`src/rtl/framebuffer_write_sequencer.sv`:
```
// Single write-port owner for the paint framebuffer: arbitrates a full-screen
// clear and a clipped square brush stamp, presenting one registered write slot per cycle.
module framebuffer_write_sequencer #(
    parameter int PALETTE_BITS = 2,
    parameter int WIDTH        = 100,
    parameter int HEIGHT       = 100,
    parameter int BRUSH_RADIUS = 2
) (
    input  logic                    clk,
    input  logic                    rst,
    input  logic                    clear_req,
    input  logic [PALETTE_BITS-1:0] clear_color,
    input  logic                    paint_req,
    input  logic [9:0]              paint_x,
    input  logic [9:0]              paint_y,
    input  logic [PALETTE_BITS-1:0] paint_color,
    output logic                    busy,
    output logic                    done,
    output logic [9:0]              writeX,
    output logic [9:0]              writeY,
    output logic                    write_enable,
    output logic [PALETTE_BITS-1:0] write_color
);

    localparam int XW = (WIDTH > 1) ? $clog2(WIDTH) : 1;
    localparam int YW = (HEIGHT > 1) ? $clog2(HEIGHT) : 1;
    localparam int OW = (BRUSH_RADIUS > 0) ? $clog2(2 * BRUSH_RADIUS + 1) : 1;

    localparam logic [XW-1:0] X_LAST = XW'(WIDTH - 1);
    localparam logic [YW-1:0] Y_LAST = YW'(HEIGHT - 1);
    localparam logic [OW-1:0] O_LAST = OW'(2 * BRUSH_RADIUS);

    typedef enum logic [1:0] {IDLE, CLEAR, BRUSH} state_t;

    typedef struct packed {
        logic [9:0] x;
        logic [9:0] y;
        logic       en;
    } slot_t;

    state_t                  state, state_nx;
    logic [XW-1:0]           x_cnt, x_nx;
    logic [YW-1:0]           y_cnt, y_nx;
    logic [OW-1:0]           ox_cnt, ox_nx;
    logic [OW-1:0]           oy_cnt, oy_nx;
    logic [9:0]              cx_q, cx_nx;
    logic [9:0]              cy_q, cy_nx;
    logic                    busy_nx, done_nx, we_nx;
    logic [9:0]              wx_nx, wy_nx;
    logic [PALETTE_BITS-1:0] color_nx;
    slot_t                   slot;

    // Offsets run 0..2R and are re-centred here; the 11-bit signed sum
    // lets a centre near the left/top edge go negative and be clipped.
    function automatic slot_t brush_slot(input logic [9:0]    cx,
                                         input logic [9:0]    cy,
                                         input logic [OW-1:0] ox,
                                         input logic [OW-1:0] oy);
        logic signed [10:0] px;
        logic signed [10:0] py;
        slot_t              s;
        px   = signed'({1'b0, cx}) + signed'(11'(ox)) - signed'(11'(BRUSH_RADIUS));
        py   = signed'({1'b0, cy}) + signed'(11'(oy)) - signed'(11'(BRUSH_RADIUS));
        s.x  = px[9:0];
        s.y  = py[9:0];
        s.en = !px[10] && (unsigned'(px) < 11'(WIDTH)) &&
               !py[10] && (unsigned'(py) < 11'(HEIGHT));
        return s;
    endfunction

    // NOTE: every signal driven here gets a default first, so no path can infer a latch.
    always_comb begin
        state_nx = state;
        x_nx     = x_cnt;
        y_nx     = y_cnt;
        ox_nx    = ox_cnt;
        oy_nx    = oy_cnt;
        cx_nx    = cx_q;
        cy_nx    = cy_q;
        busy_nx  = 1'b0;
        done_nx  = 1'b0;
        we_nx    = 1'b0;
        wx_nx    = writeX;
        wy_nx    = writeY;
        color_nx = write_color;
        slot     = '0;

        unique case (state)
            IDLE: begin
                if (clear_req) begin
                    state_nx = CLEAR;
                    x_nx     = '0;
                    y_nx     = '0;
                    busy_nx  = 1'b1;
                    we_nx    = 1'b1;
                    wx_nx    = '0;
                    wy_nx    = '0;
                    color_nx = clear_color;
                end else if (paint_req) begin
                    state_nx = BRUSH;
                    cx_nx    = paint_x;
                    cy_nx    = paint_y;
                    ox_nx    = '0;
                    oy_nx    = '0;
                    slot     = brush_slot(paint_x, paint_y, '0, '0);
                    busy_nx  = 1'b1;
                    we_nx    = slot.en;
                    wx_nx    = slot.x;
                    wy_nx    = slot.y;
                    color_nx = paint_color;
                end
            end

            CLEAR: begin
                if (x_cnt == X_LAST && y_cnt == Y_LAST) begin
                    state_nx = IDLE;
                    done_nx  = 1'b1;
                end else begin
                    if (x_cnt == X_LAST) begin
                        x_nx = '0;
                        y_nx = y_cnt + YW'(1);
                    end else begin
                        x_nx = x_cnt + XW'(1);
                    end
                    busy_nx = 1'b1;
                    we_nx   = 1'b1;
                    wx_nx   = 10'(x_nx);
                    wy_nx   = 10'(y_nx);
                end
            end

            BRUSH: begin
                if (ox_cnt == O_LAST && oy_cnt == O_LAST) begin
                    state_nx = IDLE;
                    done_nx  = 1'b1;
                end else begin
                    if (ox_cnt == O_LAST) begin
                        ox_nx = '0;
                        oy_nx = oy_cnt + OW'(1);
                    end else begin
                        ox_nx = ox_cnt + OW'(1);
                    end
                    slot    = brush_slot(cx_q, cy_q, ox_nx, oy_nx);
                    busy_nx = 1'b1;
                    we_nx   = slot.en;
                    wx_nx   = slot.x;
                    wy_nx   = slot.y;
                end
            end

            default: state_nx = IDLE;
        endcase
    end

    // NOTE: sequential state uses non-blocking assignments only, so every register samples pre-edge values.
    always_ff @(posedge clk) begin
        if (rst) begin
            state        <= IDLE;
            x_cnt        <= '0;
            y_cnt        <= '0;
            ox_cnt       <= '0;
            oy_cnt       <= '0;
            cx_q         <= '0;
            cy_q         <= '0;
            busy         <= 1'b0;
            done         <= 1'b0;
            write_enable <= 1'b0;
            writeX       <= '0;
            writeY       <= '0;
            write_color  <= '0;
        end else begin
            state        <= state_nx;
            x_cnt        <= x_nx;
            y_cnt        <= y_nx;
            ox_cnt       <= ox_nx;
            oy_cnt       <= oy_nx;
            cx_q         <= cx_nx;
            cy_q         <= cy_nx;
            busy         <= busy_nx;
            done         <= done_nx;
            write_enable <= we_nx;
            writeX       <= wx_nx;
            writeY       <= wy_nx;
            write_color  <= color_nx;
        end
    end

endmodule

```
`config.mk`:
```
export PLATFORM = sky130hd
export DESIGN_NAME = framebuffer_write_sequencer
export DESIGN_NICKNAME = d
export VERILOG_FILES = /design/src/rtl/framebuffer_write_sequencer.sv
export SDC_FILE = /design/constraint.sdc
export NUM_CORES = 1
export LEC_CHECK = 0
export CAP_MARGIN = 0
export CORE_ASPECT_RATIO = 0.9
export CORE_UTILIZATION = 62
export DETAILED_ROUTE_END_ITERATION = 8
export PLACE_DENSITY = 0.9
export SYNTH_ARGS = -nofsm -noshare
export SYNTH_HDL_FRONTEND = slang
export SYNTH_SLANG_ARGS = --single-unit
```
`constraint.sdc`:
```
create_clock -name clk -period 9.76 [get_ports clk]
set_input_delay 1.952 -clock clk [delete_from_list [all_inputs] [get_ports clk]]
set_output_delay 1.952 -clock clk [all_outputs]
set_load 0.05 [all_outputs]
```
==> results of run 1 <==
metal layers:
metal  routed length (um)  vias to the layer above  global-route usage, %  share of wire (%)
met4                  429                        0                   13.6                3.3
met1                 5390                     2140                   43.9                 42
li1                     -                     2210                      -                  -
met3                 1150                       49                   8.70                8.9
met5                    0                        -                      0                  0
met2                 5950                      258                   55.7                 46
logic make-up (layout without fill, tap and decap cells):
logic type / count (synthesis) / count (layout) / share of synthesized area [%]
xor+xnor: 37 / 37 / 6.96
compound gates: 149 / 149 / 21.7
simple gates: 243 / 243 / 24.6
fa+ha+maj: 38 / 38 / 10.5
buf+inv: 74 / 115 / 6.29
mux: 5 / 5 / 1.10
flops: 67 / 67 / 28.8
layout by cell type, fill, tap and decap left out, types with 7 or more instances in the layout:
cell,n
nand2_1,83
nor2_1,67
dfxtp_1,67
a21oi_1,54
clkdlybuf4s50_1,51
inv_1,43
ha_1,36
nor3_1,24
xnor2_1,22
o21ai_0,20
xor2_1,15
nand3_1,13
a211oi_1,13
clkbuf_8,10
a21o_1,9
or3_1,8
nand2b_1,7
area by class of cell:
| cell class | count | area (um^2) | area share [%] |
|---|---|---|---|
| clock buffer | 12 | 145 | 2.67 |
| clock inverter | 4 | 97.6 | 1.80 |
| inverter | 43 | 161 | 2.97 |
| multi-input combinational | 472 | 3020 | 55.7 |
| sequential | 67 | 1340 | 24.7 |
| tap | 93 | 116 | 2.14 |
| timing repair buffer | 56 | 546 | 10.0 |
cell usage after synthesis, types with 5 or more instances:
cell type	count	area (um^2)
nand2_1	83	312
dfxtp_1	67	1340
nor2_1	67	251
a21oi_1	54	270
inv_1	43	161
ha_1	36	450
nor3_1	24	120
clkbuf_1	23	86.3
xnor2_1	22	193
o21ai_0	20	100
xor2_1	15	131
a211oi_1	13	97.6
nand3_1	13	65.1
a21o_1	9	67.6
or3_1	8	50.1
nand2b_1	7	43.8
a221oi_2	6	90.1
buf_2	6	30.0
and2_1	5	31.3
and3_1	5	31.3
nor2b_1	5	31.3
per-stage QoR:
stage          hold slack [ns]  cell area [um^2]  setup slack, ns  power, W
2_1_floorplan            0.436              4660             6.04  0.000566
6_report                 0.463              5430             5.59  0.000961
3_3_place_gp             0.439              5190             5.41  0.000655
5_1_grt                  0.480              5430             5.40  0.000999
3_5_place_dp             0.453              5190             5.25  0.000666
4_1_cts                  0.464              5430             5.61  0.000955
critical path, stage by stage:
cell             delay [ns]
clkdlybuf4s50_1        0.49
inv_1                  0.10
ha_1                   0.23
or4b_1                 0.53
nor2_1                 0.14
xor2_1                 0.11
nor4_1                 0.30
o2111ai_1              0.18
a311oi_1               0.33
a21o_1                 0.12
power groups by stage:
stage | logic (W) | registers (W) | clock network [W]
final | 0.000361 | 0.000312 | 0.000289
after global routing | 0.000383 | 0.000314 | 0.000302
after CTS | 0.000353 | 0.000311 | 0.000290
after detailed placement | 0.000348 | 0.000317 | 0
after global placement | 0.000339 | 0.000316 | 0
after floorplan | 0.000198 | 0.000368 | 0
path summary, 6_finish.rpt:
kind,depth (start not counted),startpoint,end,slack [ns]
setup / recovery,10,paint_y[1],write_enable,5.59
hold / removal,2,cy_q[2],cy_q[2],0.46
setup reg to reg,16,ox_cnt[0],writeY[9],6.24
hold reg to reg,2,cy_q[2],cy_q[2],0.46
state kept, by name, indices dropped and copies added, names as in the netlist:
name	count
y_cnt	7
ox_cnt	3
x_cnt	7
state	2
write_color	2
oy_cnt	3
done	1
writeX	10
writeY	10
write_enable	1
cx_q	10
busy	1
cy_q	10
==> metrics, run 1 <==
status completed; clock power share 30.0%; HPWL Detailed roughly 9 mm; data arrival time of the critical path about 4.5 ns; final core utilization about three quarters; GRT overflow 0; yosys warns 0; setup_tns 0 ns; Worst-path clk slew around 0.080 ns; Die Span Y between 80 and 90 um; Post-synth EDFFs 0; Fillers ~510; CP Launch Type input pin; row cnt 29; Post-CTS Setup Bufs 0; clock tree sinks 67; Worst Path Required between 10 and 15 ns; hold crit path type reg -> reg; via count 4657; number of I/O port buffers 52; Setup CP Type in -> reg; Die Area approximately 7900 um^2; Post-CTS Hold Buffers 0; largest net degree at the start of global routing 69; Peak Freq ~240 MHz; final wirelength ~13 mm; headroom to the max-slew limit a little under two fifths; initial antenna violation count 0; number of diodes 0; final setup fails 0; Worst Skew approximately 0.009 ns; DRT Pass-1 Iters 5; Nets 715; area grow syn2layout 16.6%; die width 93.3 um; Crit. End Element flop; Crit Path Max Fanout 5; WL/cell around 17 um; Skew-Pair Late Insertion Delay 0.35 ns; non-filler cells, final 747; max cap viols 0; final-report hold violation count 0; RePlAce Congestion ~0.94; via/cell ratio ~6.2; CTS max path bufs 2; Yosys cell types 63; fin. max-slew vios 0; GRT Util Overall around a third; H-tree Lvls 3; number of global-route vias before repair between 4000 and 5000; switching power approximately 0.00036 W; Final Cycle Share between 40% and 50%; wire length of the first global-routing pass 21.2 mm; P_leak between 2 and 2.5 nW; Comb pwr share 37.5%; Internal 0.000602 W; sequential area share after synthesis 28.8%; Synth Area per Inst roughly 7.6 um^2; initial core utilization 65.1%; Max rail drop VDD between 0.0001 and 0.00015 V; number of routed nets with antenna violations 0; Synth Instances about 610; num ports 53; syn_nets a little under 700; ys flop type dfxtp_1; FF+latch count, synth 67; Switching Fraction 37.4%; mapped cell area 4660 um^2; CTS root buf clkbuf_8; CTS resizes 0; initial drt markers between 400 and 500; FFs w/ async S/R, synth 0%; CTS tree yes; layout cell share with drive strength beyond 1 5.96%; Flop pwr share 32.4%; placed cells between 700 and 800; RSZ-0062 raised after global routing no; worst slew pin tran roughly 0.94 ns; Tmin final ~4.2 ns; core area 7150 um^2; Inserted Clock Buffers 9; Pwr Density between 150 and 200 nW/um^2; DRC 0
No activity file was read; power rests on OpenSTA's default activity.
==> inputs of run 2 (changes only) <==
--- a/config.mk
+++ b/config.mk
@@ -7,9 +7,9 @@
 export LEC_CHECK = 0
 export CAP_MARGIN = 0
 export CORE_ASPECT_RATIO = 0.9
-export CORE_UTILIZATION = 62
+export CORE_UTILIZATION = 57
 export DETAILED_ROUTE_END_ITERATION = 8
-export PLACE_DENSITY = 0.9
+export PLACE_DENSITY = 0.84
 export SYNTH_ARGS = -nofsm -noshare
 export SYNTH_HDL_FRONTEND = slang
 export SYNTH_SLANG_ARGS = --single-unit
==> constraint.sdc (replaced) <==
create_clock -name clk -period 4.1 [get_ports clk]
set_input_delay 0.82 -clock clk [delete_from_list [all_inputs] [get_ports clk]]
set_output_delay 0.82 -clock clk [all_outputs]
set_load 0.05 [all_outputs]
==> run 2 against run 1 <==
Compared with the run above:
- sequential share of layout area up 0.27 points
- hold slack hardly changed
- largest cell class unchanged
- global-route usage fell by 3.2 points
- sequential power rose by 140%
- wire length fell by 0.88%
- non-clock buffer count is 1 higher
- via count fell by 2.0%
- core utilization down 6.5 points
- clock skew barely moved
==> metrics, run 2 (same netlist as run 1, synthesis figures left out) <==
Worst-path clk slew 0.07 ns; Pwr Density between 300 and 400 nW/um^2; wire length of the first global-routing pass 21.2 mm; number of global-route vias before repair 4363; GRT overflow 0; via/cell ratio a little over 6; number of diodes 0; CP Launch Type flop; largest net degree at the start of global routing 39; final setup fails 0; Final Cycle Share 87.6%; Worst setup endpoint write_enable; R2R setup slack ~0.5 ns; number of I/O port buffers 52; Post-CTS Hold Buffers 0; fin. max-slew vios 0; hold crit path type reg -> reg; Setup CP Type reg -> reg; via count 4563; Hold Slack between 0.4 and 0.5 ns; most frequent cells in the layout nand2_1 (83), nor2_1 (67), dfxtp_1 (67), a21oi_1 (54), clkdlybuf4s50_1 (51); Tmin final approximately 3.6 ns; WL/cell between 15 and 20 um; max cap viols 0; final wirelength roughly 13 mm; area grow syn2layout 15.3%; core area 7730 um^2; Nets a little over 700; CTS resizes 0; Peak Freq 278 MHz; setup_tns 0 ns; headroom to the max-slew limit between 30% and 40%; number of routed nets with antenna violations 0; Die Span Y between 80 and 90 um; Worst Path Required approximately 4.4 ns; RR Startpoint ox_cnt[0]; DRT Pass-1 Iters 5; Crit. End Element flop; initial antenna violation count 0; Crit Path Max Fanout 8; P_leak between 2 and 2.5 nW; RePlAce Congestion around 0.95; GRT Util Overall 31.2%; CTS tree yes; layout cell share with drive strength beyond 1 under 10%; worst r2r path cells 15; Die Area ~8500 um^2; row cnt 30; initial drt markers 288; DRC 0; H-tree Lvls 3; num ports 53; Worst Skew 0.00944 ns; RSZ-0062 raised after global routing no; reg-to-reg critical path endpoint write_enable; Post-CTS Setup Bufs 0; Inserted Clock Buffers 9; Skew-Pair Late Insertion Delay 0.35 ns; worst slew pin tran 0.936 ns; Max rail drop VDD around 0.00022 V; final-report hold violation count 0; die width 97.3 um; HPWL Detailed ~9.4 mm; Worst setup startpoint ox_cnt[0]; data arrival time of the critical path slightly below 4 ns; CTS root buf clkbuf_8; leading cell type in the layout, fill and taps excluded nand2_1; clock tree sinks 67; status completed; CTS max path bufs 2; initial core utilization between 60% and 70%
## run 2: cell count changes in the layout (fill, tap and decap cells not counted), sizes merged
| cell | change |
|---|---|
| buf | +1 |
| bufinv | -3 |
| clkinv | +3 |
| clkinvlp | -1 |
## run 2: how the worst min path moves through the flow
stage / from / to / slack (ns) / cells after the start
after global routing: cy_q[1] / cy_q[1] / 0.48 / 2
final: cy_q[2] / cy_q[2] / 0.46 / 2
after CTS: cy_q[0] / cy_q[0] / 0.47 / 2
after floorplan: cx_q[1] / cx_q[1] / 0.44 / 2
after global placement: writeX[9] / writeX[9] / 0.44 / 2
after detailed placement: cy_q[0] / cy_q[0] / 0.46 / 2
## run 2: critical path: stages, from the launching register on
cell	delay, ns
dfxtp_1	0.41
inv_1	0.07
ha_1	0.23
and2_1	0.26
nand2_1	0.11
xor2_1	0.22
ha_1	0.31
inv_1	0.09
ha_1	0.23
a211oi_1	0.38
o31ai_1	0.17
o31ai_1	0.40
xnor2_1	0.17
nand2b_1	0.18
nor4_1	0.17
a21o_1	0.14
## run 2: stage by stage
stage	total power [W]	instances	instance area (um^2)	utilization, %	worst slack (ns)
final	0.00208	750	5370	69.4	0.507
after global routing	0.00219	750	5370	69.4	0.341
after CTS	0.00208	750	5370	69.4	0.584
after detailed placement	0.00159	735	5210	67.4	0.611
after global placement	0.00157	735	5210	67.4	0.843
after floorplan	0.00135	613	4660	-	0.982
## run 2: power by group
part | internal, W | switching, W | total (W)
combinational | 0.000309 | 0.000541 | 0.000850
clock | 0.000230 | 0.000259 | 0.000489
sequential | 0.000706 | 0.0000375 | 0.000743
total | 0.00125 | 0.000838 | 0.00208
## run 2: layer usage
metal	vias to the layer above	track usage, %	share of wire [%]	routed length, um
met2	190	53.1	46	5930
met1	2147	40.9	44	5650
met3	18	6.54	8.3	1060
li1	2208	-	-	-
met4	0	7.62	1.3	163
met5	-	0	0	0
## run 2: layout make-up
| cell class | count | area [um^2] |
|---|---|---|
| inverters | 43 | 161 |
| multi-input cells | 472 | 3020 |
| clock inverters | 3 | 15.0 |
| well taps | 96 | 120 |
| repair buffers | 57 | 566 |
| clock buffers | 12 | 145 |
| fillers | 645 | 2360 |
| flip-flops and latches | 67 | 1340 |
